### config.mk
export PLATFORM = sky130hd
export DESIGN_NAME = disp_scanout_flat
export DESIGN_NICKNAME = d
export VERILOG_FILES = /design/src/rtl/disp_pkg.sv /design/src/rtl/arbiter_if.sv /design/src/rtl/disp_fifo.sv /design/src/rtl/disp_scanout.sv /design/src/flat_wrapper.sv
export SDC_FILE = /design/constraint.sdc
export NUM_CORES = 1
export LEC_CHECK = 0
export BUFFER_PORTS_ARGS = -buffer_cell sky130_fd_sc_hd__buf_2
export CELL_PAD_IN_SITES_DETAIL_PLACEMENT = 2
export CELL_PAD_IN_SITES_GLOBAL_PLACEMENT = 2
export CORE_MARGIN = 8
export CORE_UTILIZATION = 45
export DETAILED_ROUTE_END_ITERATION = 12
export PLACE_DENSITY_LB_ADDON = 0.25
export SETUP_SLACK_MARGIN = 0.15
export SYNTH_ARGS = -nofsm -noshare
export SYNTH_HDL_FRONTEND = slang
export SYNTH_SLANG_ARGS = --single-unit
### constraint.sdc
create_clock -name clkSYS -period 5.63 [get_ports clkSYS]
set_input_delay 0.563 -clock clkSYS [delete_from_list [all_inputs] [get_ports clkSYS]]
set_output_delay 0.563 -clock clkSYS [all_outputs]
set_load 0.01 [all_outputs]
### src/rtl/disp_pkg.sv
// Shared display-path definitions: frame-buffer scan states and the raster
// address helper used by both the frame-buffer writers and the scanout reader.
package disp_pkg;

  // Scan sequencing states for frame-buffer readers/writers.
  typedef enum logic [1:0] {
    S_IDLE  = 2'd0,
    S_FETCH = 2'd1,
    S_DRAIN = 2'd2
  } scan_state_e;

  // Raster address of pixel (x, y) in a buffer starting at base, w pixels per
  // line. Callers truncate the result to their own address width, so the
  // arithmetic wraps silently at that width.
  function automatic logic [31:0] fb_addr(input logic [31:0] base,
                                          input logic [15:0] x,
                                          input logic [15:0] y,
                                          input logic [15:0] w);
    return base + ({16'b0, y} * {16'b0, w}) + {16'b0, x};
  endfunction

endpackage

### src/rtl/arbiter_if.sv
// SDRAM arbiter port bundle. The client (master) drives the address/request
// side; the arbiter (slave) returns ack and in-order read data.
interface arbiter_if #(
  parameter int AN = 24,
  parameter int DN = 16
);
  logic [AN-1:0] addr;
  logic          req;
  logic          wr;
  logic [DN-1:0] data;
  logic          ack;
  logic          valid;
  logic [DN-1:0] mem;

  modport master (output addr, req, wr, data, input ack, valid, mem);
  modport slave  (input addr, req, wr, data, output ack, valid, mem);
endinterface

### src/rtl/disp_fifo.sv
// Synchronous pixel FIFO with flush. FD must be a power of two; pointers carry
// one extra wrap bit so count/full/empty fall out of a simple subtraction.
module disp_fifo #(
  parameter int DN = 16,
  parameter int FD = 16
) (
  input  logic                 clk,
  input  logic                 rst,
  input  logic                 flush_i,
  input  logic                 push_i,
  input  logic [DN-1:0]        data_i,
  input  logic                 pop_i,
  output logic [DN-1:0]        data_o,
  output logic [$clog2(FD):0]  count_o,
  output logic                 empty_o,
  output logic                 full_o
);

  localparam int AW = $clog2(FD);
  localparam logic [AW:0] FULL_CNT = (AW + 1)'(FD);

  logic [DN-1:0] mem_q [FD];
  logic [AW:0]   wr_q, wr_d;
  logic [AW:0]   rd_q, rd_d;
  logic          do_push, do_pop;

  assign do_push = push_i && !full_o && !flush_i;
  assign do_pop  = pop_i && !empty_o && !flush_i;

  assign count_o = wr_q - rd_q;
  assign empty_o = (wr_q == rd_q);
  assign full_o  = (count_o == FULL_CNT);
  assign data_o  = mem_q[rd_q[AW-1:0]];

  // Storage write.
  // NOTE: the data array is deliberately left out of reset; only the pointers
  // define validity, which lets the array map onto plain RAM.
  always_ff @(posedge clk) begin
    if (do_push) mem_q[wr_q[AW-1:0]] <= data_i;
  end

  // Pointer next-state: flush empties the FIFO and overrides push/pop.
  // NOTE: every output gets a default first so no path leaves it unassigned,
  // which would otherwise infer a latch.
  always_comb begin
    wr_d = wr_q;
    rd_d = rd_q;
    if (flush_i) begin
      wr_d = '0;
      rd_d = '0;
    end else begin
      if (do_push) wr_d = wr_q + (AW + 1)'(1);
      if (do_pop)  rd_d = rd_q + (AW + 1)'(1);
    end
  end

  // Pointer registers.
  // NOTE: state registers use non-blocking assignments so every flop samples
  // pre-edge values regardless of block evaluation order.
  always_ff @(posedge clk or posedge rst) begin
    if (rst) begin
      wr_q <= '0;
      rd_q <= '0;
    end else begin
      wr_q <= wr_d;
      rd_q <= rd_d;
    end
  end

endmodule

### src/rtl/disp_scanout.sv
// Frame-buffer scanout: reads the displayed buffer from SDRAM through the
// arbiter read port and streams pixels in raster order to the TFT stage.
// Optional build macro DISP_SCANOUT_UNDERRUN_EN adds a saturating counter of
// cycles where the consumer was ready but no pixel was available.
// MODEL_TECH shrinks the default frame to 16x4 for simulation.
module disp_scanout
  import disp_pkg::*;
#(
  parameter int          AN   = 24,
  parameter int          DN   = 16,
  parameter int unsigned BASE = 0,
  parameter int unsigned SWAP = 384000,
`ifdef MODEL_TECH
  parameter int          W    = 16,
  parameter int          H    = 4,
`else
  parameter int          W    = 800,
  parameter int          H    = 480,
`endif
  parameter int          FD   = 16
) (
  input  logic          clkSYS,
  input  logic          reset,
  input  logic          frame_start,
  input  logic          stat,
  output logic          busy,
  arbiter_if.master     sys,
  output logic [DN-1:0] pix_data,
  output logic          pix_valid,
  input  logic          pix_ready,
  output logic          pix_sof,
  output logic          pix_eol,
  output logic [15:0]   underrun
);

  localparam int XW = (W > 1) ? $clog2(W) : 1;
  localparam int YW = (H > 1) ? $clog2(H) : 1;
  localparam int CW = $clog2(FD) + 1;

  localparam logic [XW-1:0] X_LAST  = XW'(W - 1);
  localparam logic [YW-1:0] Y_LAST  = YW'(H - 1);
  localparam logic [CW:0]   RES_MAX = (CW + 1)'(FD);

  localparam logic [1:0] ST_IDLE  = S_IDLE;
  localparam logic [1:0] ST_FETCH = S_FETCH;
  localparam logic [1:0] ST_DRAIN = S_DRAIN;

  logic [1:0]    state_q, state_d;
  logic [AN-1:0] base_q, base_d;
  logic [XW-1:0] x_q, x_d;          // request-side column
  logic [YW-1:0] y_q, y_d;          // request-side line
  logic [XW-1:0] ox_q, ox_d;        // output-side column
  logic [YW-1:0] oy_q, oy_d;        // output-side line
  logic [CW-1:0] inflight_q, inflight_d;
  logic          stale_q, stale_d;  // remaining in-flight reads belong to an aborted frame

  logic [CW-1:0] fifo_count;
  logic          fifo_empty, fifo_full;
  logic [CW:0]   reserved;
  logic          ack_fire, ret_hit, push, pop, last_req;

  // Every acked read already owns a FIFO slot, so capping reserved at FD
  // guarantees the FIFO can never overflow.
  assign reserved = {1'b0, fifo_count} + {1'b0, inflight_q};

  // Request is withdrawn combinationally on frame_start so an abort cannot
  // be acked in the same cycle; new-frame requests wait for stale reads.
  assign sys.req  = (state_q == ST_FETCH) && !stale_q && !frame_start &&
                    (reserved < RES_MAX);
  assign sys.addr = AN'(fb_addr(32'(base_q), 16'(x_q), 16'(y_q), 16'(W)));
  assign sys.wr   = 1'b0;
  assign sys.data = '0;

  assign ack_fire = sys.req && sys.ack;
  assign ret_hit  = sys.valid && (inflight_q != '0);
  assign push     = ret_hit && !stale_q && !frame_start && !fifo_full;
  assign pop      = pix_valid && pix_ready;
  assign last_req = (x_q == X_LAST) && (y_q == Y_LAST);

  assign busy      = (state_q != ST_IDLE);
  assign pix_valid = !fifo_empty;
  assign pix_sof   = pix_valid && (ox_q == '0) && (oy_q == '0);
  assign pix_eol   = pix_valid && (ox_q == X_LAST);

  disp_fifo #(.DN(DN), .FD(FD)) u_fifo (
    .clk     (clkSYS),
    .rst     (reset),
    .flush_i (frame_start),
    .push_i  (push),
    .data_i  (sys.mem),
    .pop_i   (pop),
    .data_o  (pix_data),
    .count_o (fifo_count),
    .empty_o (fifo_empty),
    .full_o  (fifo_full)
  );

  // Scan sequencing, request/response bookkeeping and raster counters.
  always_comb begin
    state_d    = state_q;
    base_d     = base_q;
    x_d        = x_q;
    y_d        = y_q;
    ox_d       = ox_q;
    oy_d       = oy_q;
    inflight_d = inflight_q;
    stale_d    = stale_q;

    // Ack and return in the same cycle cancel out.
    case ({ack_fire, ret_hit})
      2'b10:   inflight_d = inflight_q + CW'(1);
      2'b01:   inflight_d = inflight_q - CW'(1);
      default: inflight_d = inflight_q;
    endcase

    if (frame_start) begin
      state_d = ST_FETCH;
      base_d  = AN'(BASE) + (stat ? AN'(SWAP) : '0);
      x_d     = '0;
      y_d     = '0;
      ox_d    = '0;
      oy_d    = '0;
      stale_d = (inflight_d != '0);
    end else begin
      if (stale_q && (inflight_d == '0)) stale_d = 1'b0;

      if (ack_fire) begin
        if (x_q == X_LAST) begin
          x_d = '0;
          y_d = (y_q == Y_LAST) ? '0 : y_q + YW'(1);
        end else begin
          x_d = x_q + XW'(1);
        end
        if (last_req) state_d = ST_DRAIN;
      end

      if (pop) begin
        if (ox_q == X_LAST) begin
          ox_d = '0;
          oy_d = (oy_q == Y_LAST) ? '0 : oy_q + YW'(1);
        end else begin
          ox_d = ox_q + XW'(1);
        end
      end

      if ((state_q == ST_DRAIN) && fifo_empty && (inflight_q == '0))
        state_d = ST_IDLE;
    end
  end

  // Control state registers.
  always_ff @(posedge clkSYS or posedge reset) begin
    if (reset) begin
      state_q    <= ST_IDLE;
      base_q     <= '0;
      x_q        <= '0;
      y_q        <= '0;
      ox_q       <= '0;
      oy_q       <= '0;
      inflight_q <= '0;
      stale_q    <= 1'b0;
    end else begin
      state_q    <= state_d;
      base_q     <= base_d;
      x_q        <= x_d;
      y_q        <= y_d;
      ox_q       <= ox_d;
      oy_q       <= oy_d;
      inflight_q <= inflight_d;
      stale_q    <= stale_d;
    end
  end

`ifdef DISP_SCANOUT_UNDERRUN_EN
  logic [15:0] underrun_q, underrun_d;

  // Count starved cycles during a frame; saturate, restart per frame.
  always_comb begin
    underrun_d = underrun_q;
    if (frame_start)
      underrun_d = '0;
    else if (busy && pix_ready && !pix_valid && (underrun_q != 16'hFFFF))
      underrun_d = underrun_q + 16'd1;
  end

  // Underrun counter register.
  always_ff @(posedge clkSYS or posedge reset) begin
    if (reset) underrun_q <= '0;
    else       underrun_q <= underrun_d;
  end

  assign underrun = underrun_q;
`else
  assign underrun = '0;
`endif

endmodule

### src/flat_wrapper.sv
// flat-port wrapper written by rule: the top's interface ports become plain ports
module disp_scanout_flat import disp_pkg::*;
#(
  parameter int          AN   = 24,
  parameter int          DN   = 16,
  parameter int unsigned BASE = 0,
  parameter int unsigned SWAP = 384000,

  parameter int          W    = 800,
  parameter int          H    = 480,

  parameter int          FD   = 16
)
  (clkSYS, reset, frame_start, stat, busy, pix_data, pix_valid, pix_ready, pix_sof, pix_eol, underrun, sys_addr, sys_req, sys_wr, sys_data, sys_ack, sys_valid, sys_mem);
  arbiter_if #(.AN(AN), .DN(DN)) sys_i ();
  input  logic clkSYS;
  input  logic reset;
  input  logic frame_start;
  input  logic stat;
  output logic busy;
  output logic [DN-1:0] pix_data;
  output logic pix_valid;
  input  logic pix_ready;
  output logic pix_sof;
  output logic pix_eol;
  output logic [15:0] underrun;
  output wire logic [$bits(sys_i.addr)-1:0] sys_addr;
  output wire logic [$bits(sys_i.req)-1:0] sys_req;
  output wire logic [$bits(sys_i.wr)-1:0] sys_wr;
  output wire logic [$bits(sys_i.data)-1:0] sys_data;
  input wire logic [$bits(sys_i.ack)-1:0] sys_ack;
  input wire logic [$bits(sys_i.valid)-1:0] sys_valid;
  input wire logic [$bits(sys_i.mem)-1:0] sys_mem;
  assign sys_addr = sys_i.addr;
  assign sys_req = sys_i.req;
  assign sys_wr = sys_i.wr;
  assign sys_data = sys_i.data;
  assign sys_i.ack = sys_ack;
  assign sys_i.valid = sys_valid;
  assign sys_i.mem = sys_mem;
  disp_scanout #(.AN(AN), .DN(DN), .BASE(BASE), .SWAP(SWAP), .W(W), .H(H), .FD(FD)) u_core (.clkSYS(clkSYS), .reset(reset), .frame_start(frame_start), .stat(stat), .busy(busy), .sys(sys_i), .pix_data(pix_data), .pix_valid(pix_valid), .pix_ready(pix_ready), .pix_sof(pix_sof), .pix_eol(pix_eol), .underrun(underrun));
endmodule
==> metrics.txt, run 1 <==
status complete, no violations; pwr/cell area 326 nW/um2; crit path capture sys_addr[17]; slew of the pin with the lowest slew margin 1.35 ns; core area 32,500 um2; total grt overflow 0; routed vias 8,394; maximum vdd drop 0.194 mV; Die Area 39,000 um2; reg2reg start u_core.u_fifo.wr_q[0]; EDFF count, synth 256; Top Usage Layer GRT met2; Arr. time, crit path 4.68 ns; clock period minus final worst setup slack between 5 and 6 ns; Inserted Clock Buffers 35; Placed Area around 15,000 um2; CTS sink cnt 313; CTS tree yes; final core utilization 51.1%; hold slack approximately 0.27 ns; Initial Util 45.7%; pin count of the biggest net entering global routing 67; Crit path required time roughly 5 ns; drt first pass iters 5; R2R setup slack 0.60 ns; critical path launch point u_core.y_q[3]; commonest cells after routing, fill and taps aside edfxtp_1, mux4_2, ha_1; num ports 101; post-route design area roughly 17,000 um2; GR Util met1 24.9%; Fin. Hold Viols 0; Area Growth Syn to Fin 12.0%; clock root buffer clkbuf_16; final setup fails 0; Startpoint Class flip-flop; YS warnings 0; Mapped Avg Cell Area 15.6 um2; Port-buffer cells 63; vias per std cell 5.61; placer congestion estimate 0.755; Tot GR Track Use 19.5%; Distinct cells, synth 71; Synth top area share 51.9%; dpl ws 0.550 ns; clk_lat worst skew 0.52 ns; r2r endpoint u_core.stale_q; unrepaired setup endpoints after global routing true; number of core rows 66; Die Y 198 um; routed len/inst 25.1 um; clock transition at the registers of the reported paths about 0.06 ns; max-slew violation count 0; worst setup margin 0.390 ns; top area cells in the synthesized netlist edfxtp_1, mux4_2, dfrtp_1; Final Non-Filler Cells 1,496; # DRC 0; HP Class primary input to async pin; mapped cell area approximately 15,000 um2; synthesized flop and latch total 313; Max Clock Skew 0.0194 ns; Post-DP HPWL 24,000 um; critical path class flip-flop to primary output; Max Cap Viol 0; P_leak ~6.1 nW; vias in the first global route 9,380; Rel. slew slack roughly 9.7%; CTS H-tree lvls 2; Final Net Count roughly 1,100; Horiz. Die Dim 198 um; Mapped Cells 952; DP Cell Count 1,435; share of layout cells above drive strength 1 22.7%; drt initial violations 421; ANT nets after route 0; ys async rst share 18.2%; crit share post-route 93.1%; first-pass GRT wire length 57,600 um; Synth area leader edfxtp_1; fmax 0.191 GHz; commonest non-fill, non-tap cell in the layout edfxtp_1; critical path peak fanout 5; Crit. End Element primary output; PnR Total Power 5.41 mW; Seq/Total Area, Yosys between 60% and 70%; worst-case clock buffer depth 3; Reg2Reg Depth 19; total detailed-routing wirelength about 38,000 um; M2 GR Usage 34.9%; setup_tns 0 ns; GR Util met3 between 2 and 3%; ys flop type edfxtp_1; initial antenna violation count 1
[final cells by class]
cell class	instances	area (um2)
Tap cell	442	553
Inverter	49	184
Fill cell	3012	15900
Clock buffer	44	941
Clock inverter	15	136
Sequential cell	313	9120
Multi-Input combinational cell	553	5230
Antenna cell	1	2.50
Timing Repair Buffer	79	435
[worst max-delay path, stage by stage, from the launching register on]
cell     delay (ns)
dfrtp_1        0.42
ha_1           0.31
ha_1           0.28
inv_1          0.05
fa_1           0.49
inv_1          0.04
ha_1           0.33
o21ai_2        0.14
a21oi_1        0.08
or4_4          0.44
nand2_2        0.09
xnor2_1        0.07
ha_1           0.34
a21o_1         0.19
or3_1          0.36
nor2_2         0.16
nor2_1         0.06
xnor2_1        0.15
buf_2          0.16
[kinds of logic after synthesis]
group	Yosys count	synth area share, %
buffers and inverters	122	4.35
AND/OR/NAND/NOR	191	7.49
multiplexers	87	12.7
XOR/XNOR	35	2.07
flip-flops	313	61.5
adder cells (fa/ha/maj)	73	6.52
AO/OA/AOI/OAI	130	5.43
other	1	0.0253
[how the worst min path moves through the flow]
stage / from / to / cells past startpoint
after floorplan: u_core.u_fifo.wr_q[4] / u_core.u_fifo.wr_q[4] / 1
after global placement: u_core.stale_q / u_core.stale_q / 1
after detailed placement: u_core.stale_q / u_core.stale_q / 1
after CTS: stat / u_core.base_q[16] / 2
after global routing: stat / u_core.base_q[16] / 2
final: reset / u_core.oy_q[5] / 3
[layer usage]
| layer | up-vias | share of wire (%) |
|---|---|---|
| li1 | 3769 | - |
| met4 | 0 | 1.5 |
| met3 | 49 | 3.9 |
| met1 | 4417 | 43 |
| met2 | 159 | 52 |
| met5 | - | 0 |
[synth_stat cells, types with 3 or more instances]
master,instances
o21ai_0,38
nand4b_1,3
mux2i_1,4
a21oi_1,41
nor2_1,49
a211oi_1,3
dfrtp_1,57
nand2_1,27
nand2b_1,9
nor3_1,5
fa_1,7
nand4_1,7
or3_1,7
or4b_2,3
and3_1,27
edfxtp_1,256
buf_4,43
nor4_1,5
nor2b_1,6
ha_1,66
buf_1,3
o31a_1,4
o21a_1,6
a31oi_1,6
a21o_1,11
xnor2_1,18
or4_1,9
or2_2,3
mux4_2,80
mux2_2,3
nand3_1,8
clkbuf_1,17
and2_1,5
inv_1,48
buf_2,8
xor2_1,17
[state kept, by name, summed over array words and instances, names as in the netlist]
signal               flops
u_core.u_fifo.wr_q       5
u_core.ox_q             10
u_core.state_q           2
u_core.y_q               9
u_core.inflight_q        5
u_core.u_fifo.mem_q    256
u_core.stale_q           1
u_core.x_q              10
u_core.u_fifo.rd_q       5
u_core.oy_q              9
u_core.base_q            1
[what timing repair did]
action	4_1_cts	5_1_grt
resized for setup	0	10
endpoints found under the hold margin	0	0
hold buffers	0	0
buffers inserted	0	1
setup endpoints to repair	0	4
[power by group]
group	internal [mW]	total [mW]	switching, mW
combinational	0.291	0.638	0.347
clock	1.27	2.18	0.902
sequential	2.55	2.60	0.0471
Note: power is estimated with default switching activity, not from simulation.
==> run 2, diff against run 1 <==
--- a/config.mk
+++ b/config.mk
@@ -12,6 +12,7 @@
 export CORE_UTILIZATION = 45
 export DETAILED_ROUTE_END_ITERATION = 12
 export PLACE_DENSITY_LB_ADDON = 0.25
+export REMOVE_ABC_BUFFERS = 1
 export SETUP_SLACK_MARGIN = 0.15
 export SYNTH_ARGS = -nofsm -noshare
 export SYNTH_HDL_FRONTEND = slang
==> run 2 against run 1 <==
  * Clock-buffer cell count increased by 2
  * Routed wire length down 1.6%
  * Worst hold slack improved by 0.014 ns
  * Critical endpoint is now sys_addr[18]
  * Highest routed layer unchanged
==> metrics.txt, run 2 (synthesized netlist as in run 1, its figures left out) <==
status complete, no violations (unchanged); commonest cells after routing, fill and taps aside edfxtp_1, mux4_2, ha_1 (unchanged); critical path class flip-flop to primary output (unchanged); most frequent CP cell ha_1 (unchanged); share of layout cells above drive strength 1 22.7% (about the same); routed vias 8,388 (was 8,394); r2r endpoint u_core.stale_q (unchanged); slew of the pin with the lowest slew margin 1.37 ns (was 1.35 ns); critical path depth 18 (unchanged); P_leak 6.14 nW (was 6.12 nW); pwr/cell area 330 nW/um2 (was 326 nW/um2); drt initial violations 372 (was 421); clock period minus final worst setup slack 5.18 ns (was 5.24 ns); initial antenna violation count 1 (unchanged); Tot GR Track Use 19.3% (was 19.5%); Port-buffer cells 63 (unchanged); first-pass GRT wire length 57,300 um (was 57,600 um); reg2reg start u_core.u_fifo.wr_q[0] (unchanged); num ports 101 (unchanged); Final Net Count 1,127 (unchanged); max-slew violation count 0 (unchanged); Die Area 39,000 um2 (unchanged); Inserted Clock Buffers 35 (unchanged); core area 32,500 um2 (unchanged); clk_lat worst skew 0.51 ns (was 0.52 ns); Fin. Hold Viols 0 (unchanged); Crit path max-delay family adder cells (unchanged); Max Clock Skew 0.0186 ns (was 0.0194 ns); number of core rows 66 (unchanged); placer congestion estimate 0.752 (was 0.755); vias per std cell 5.60 (was 5.61); Startpoint Class flip-flop (unchanged); CTS tree yes (unchanged); worst-case clock buffer depth 3 (unchanged); final setup fails 0 (unchanged); clock transition at the registers of the reported paths 0.06 ns (about the same); # DRC 0 (unchanged); R2R setup slack 0.60 ns (about the same); maximum vdd drop 0.226 mV (was 0.194 mV); Arr. time, crit path 4.62 ns (was 4.68 ns); n_diodes 0 (was 1); Max Cap Viol 0 (unchanged); total grt overflow 0 (unchanged); Die Y 198 um (unchanged); Crit. End Element primary output (unchanged); unrepaired setup endpoints after global routing false (was true); routed len/inst 24.7 um (was 25.1 um); CTS sink cnt 313 (unchanged); ANT nets after route 0 (unchanged); Initial Util 45.7% (unchanged); Post-DP HPWL 23,700 um (was 24,000 um); crit share post-route 92.0% (was 93.1%); Largest stage delay, worst path 0.50 ns (was 0.49 ns); pin count of the biggest net entering global routing 67 (unchanged); Crit path required time 5.07 ns (about the same); Reg2Reg Depth 19 (unchanged); clock root buffer clkbuf_16 (unchanged); critical path peak fanout 5 (unchanged); HP Class primary input to async pin (unchanged); Rel. slew slack 8.79% (was 9.69%); drt first pass iters 4 (was 5); CTS H-tree lvls 2 (unchanged); vias in the first global route 9,330 (was 9,380); Horiz. Die Dim 198 um (unchanged); Critical path buffers and inverters 3 (unchanged); Area Growth Syn to Fin 12.3% (was 12.0%); PnR Total Power 5.50 mW (was 5.41 mW); setup_tns 0 ns (unchanged); commonest non-fill, non-tap cell in the layout edfxtp_1 (unchanged); slowest CP cell fa_1 (unchanged); total detailed-routing wirelength 37,000 um (was 37,600 um); fmax 0.193 GHz (was 0.191 GHz); max FFs per register 256 (unchanged); crit path cell chain ha_1, ha_1, inv_1, fa_1, inv_1, ha_1, o21ai_2, a21oi_1, or4_4, nand2_2, xnor2_1, ha_1, a21o_1, or3_1, nor2_2, o21ai_0, o211ai_1, buf_2 (was ha_1, ha_1, inv_1, fa_1, inv_1, ha_1, o21ai_2, a21oi_1, or4_4, nand2_2, xnor2_1, ha_1, a21o_1, or3_1, nor2_2, nor2_1, xnor2_1, buf_2)
run 2: per-layer routing:
metal	track usage [%]	routed length, um
met3	2.56	1230
met4	5.28	800
met2	34.1	19000
met1	24.8	16000
met5	0	0
run 2: final cells by class:
| cell class | count | area (um2) |
|---|---|---|
| fill | 2986 | 15800 |
| clock buffer | 46 | 948 |
| multi-input combinational | 553 | 5220 |
| timing repair buffer | 79 | 435 |
| clock inverter | 16 | 188 |
| sequential | 313 | 9120 |
| inverter | 49 | 184 |
| tap | 442 | 553 |
run 2: repair_timing:
action	in CTS	in global routing
setup endpoints to repair	0	3
buffers inserted	0	2
hold buffers	0	0
resized for setup	0	11
run 2: worst max-delay path by stage:
stage | from | end
floorplan | u_core.u_fifo.rd_q[0] | u_core.stale_q
detailed placement | u_core.u_fifo.wr_q[0] | u_core.stale_q
CTS | u_core.y_q[4] | sys_addr[17]
global route | u_core.y_q[2] | sys_addr[17]
finish | u_core.y_q[3] | sys_addr[18]
global placement | u_core.u_fifo.wr_q[0] | u_core.stale_q
run 2: stage by stage:
step | cells | hold slack, ns | setup WS [ns] | util, % | area, um2
after floorplan | 915 | 0.471 | -1.23 | - | 14500
after global placement | 1434 | 0.486 | 0.753 | 47.7 | 15500
after detailed placement | 1434 | 0.499 | 0.578 | 47.7 | 15500
after CTS | 1496 | 0.275 | 0.234 | 51.2 | 16600
after global routing | 1498 | 0.277 | 0.153 | 51.3 | 16700
final | 1498 | 0.282 | 0.450 | 51.3 | 16700
run 2: report_power, final:
| part | internal (mW) | leakage [nW] | switching, mW | total (mW) |
|---|---|---|---|---|
| logic | 0.291 | 2.53 | 0.345 | 0.636 |
| clock network | 1.37 | 0.546 | 0.893 | 2.26 |
| registers | 2.55 | 3.06 | 0.0506 | 2.60 |
run 2: worst min-delay path, cell delays in order:
cell	delay, ns
buf_2	0.10
inv_2	0.03
buf_4	0.61
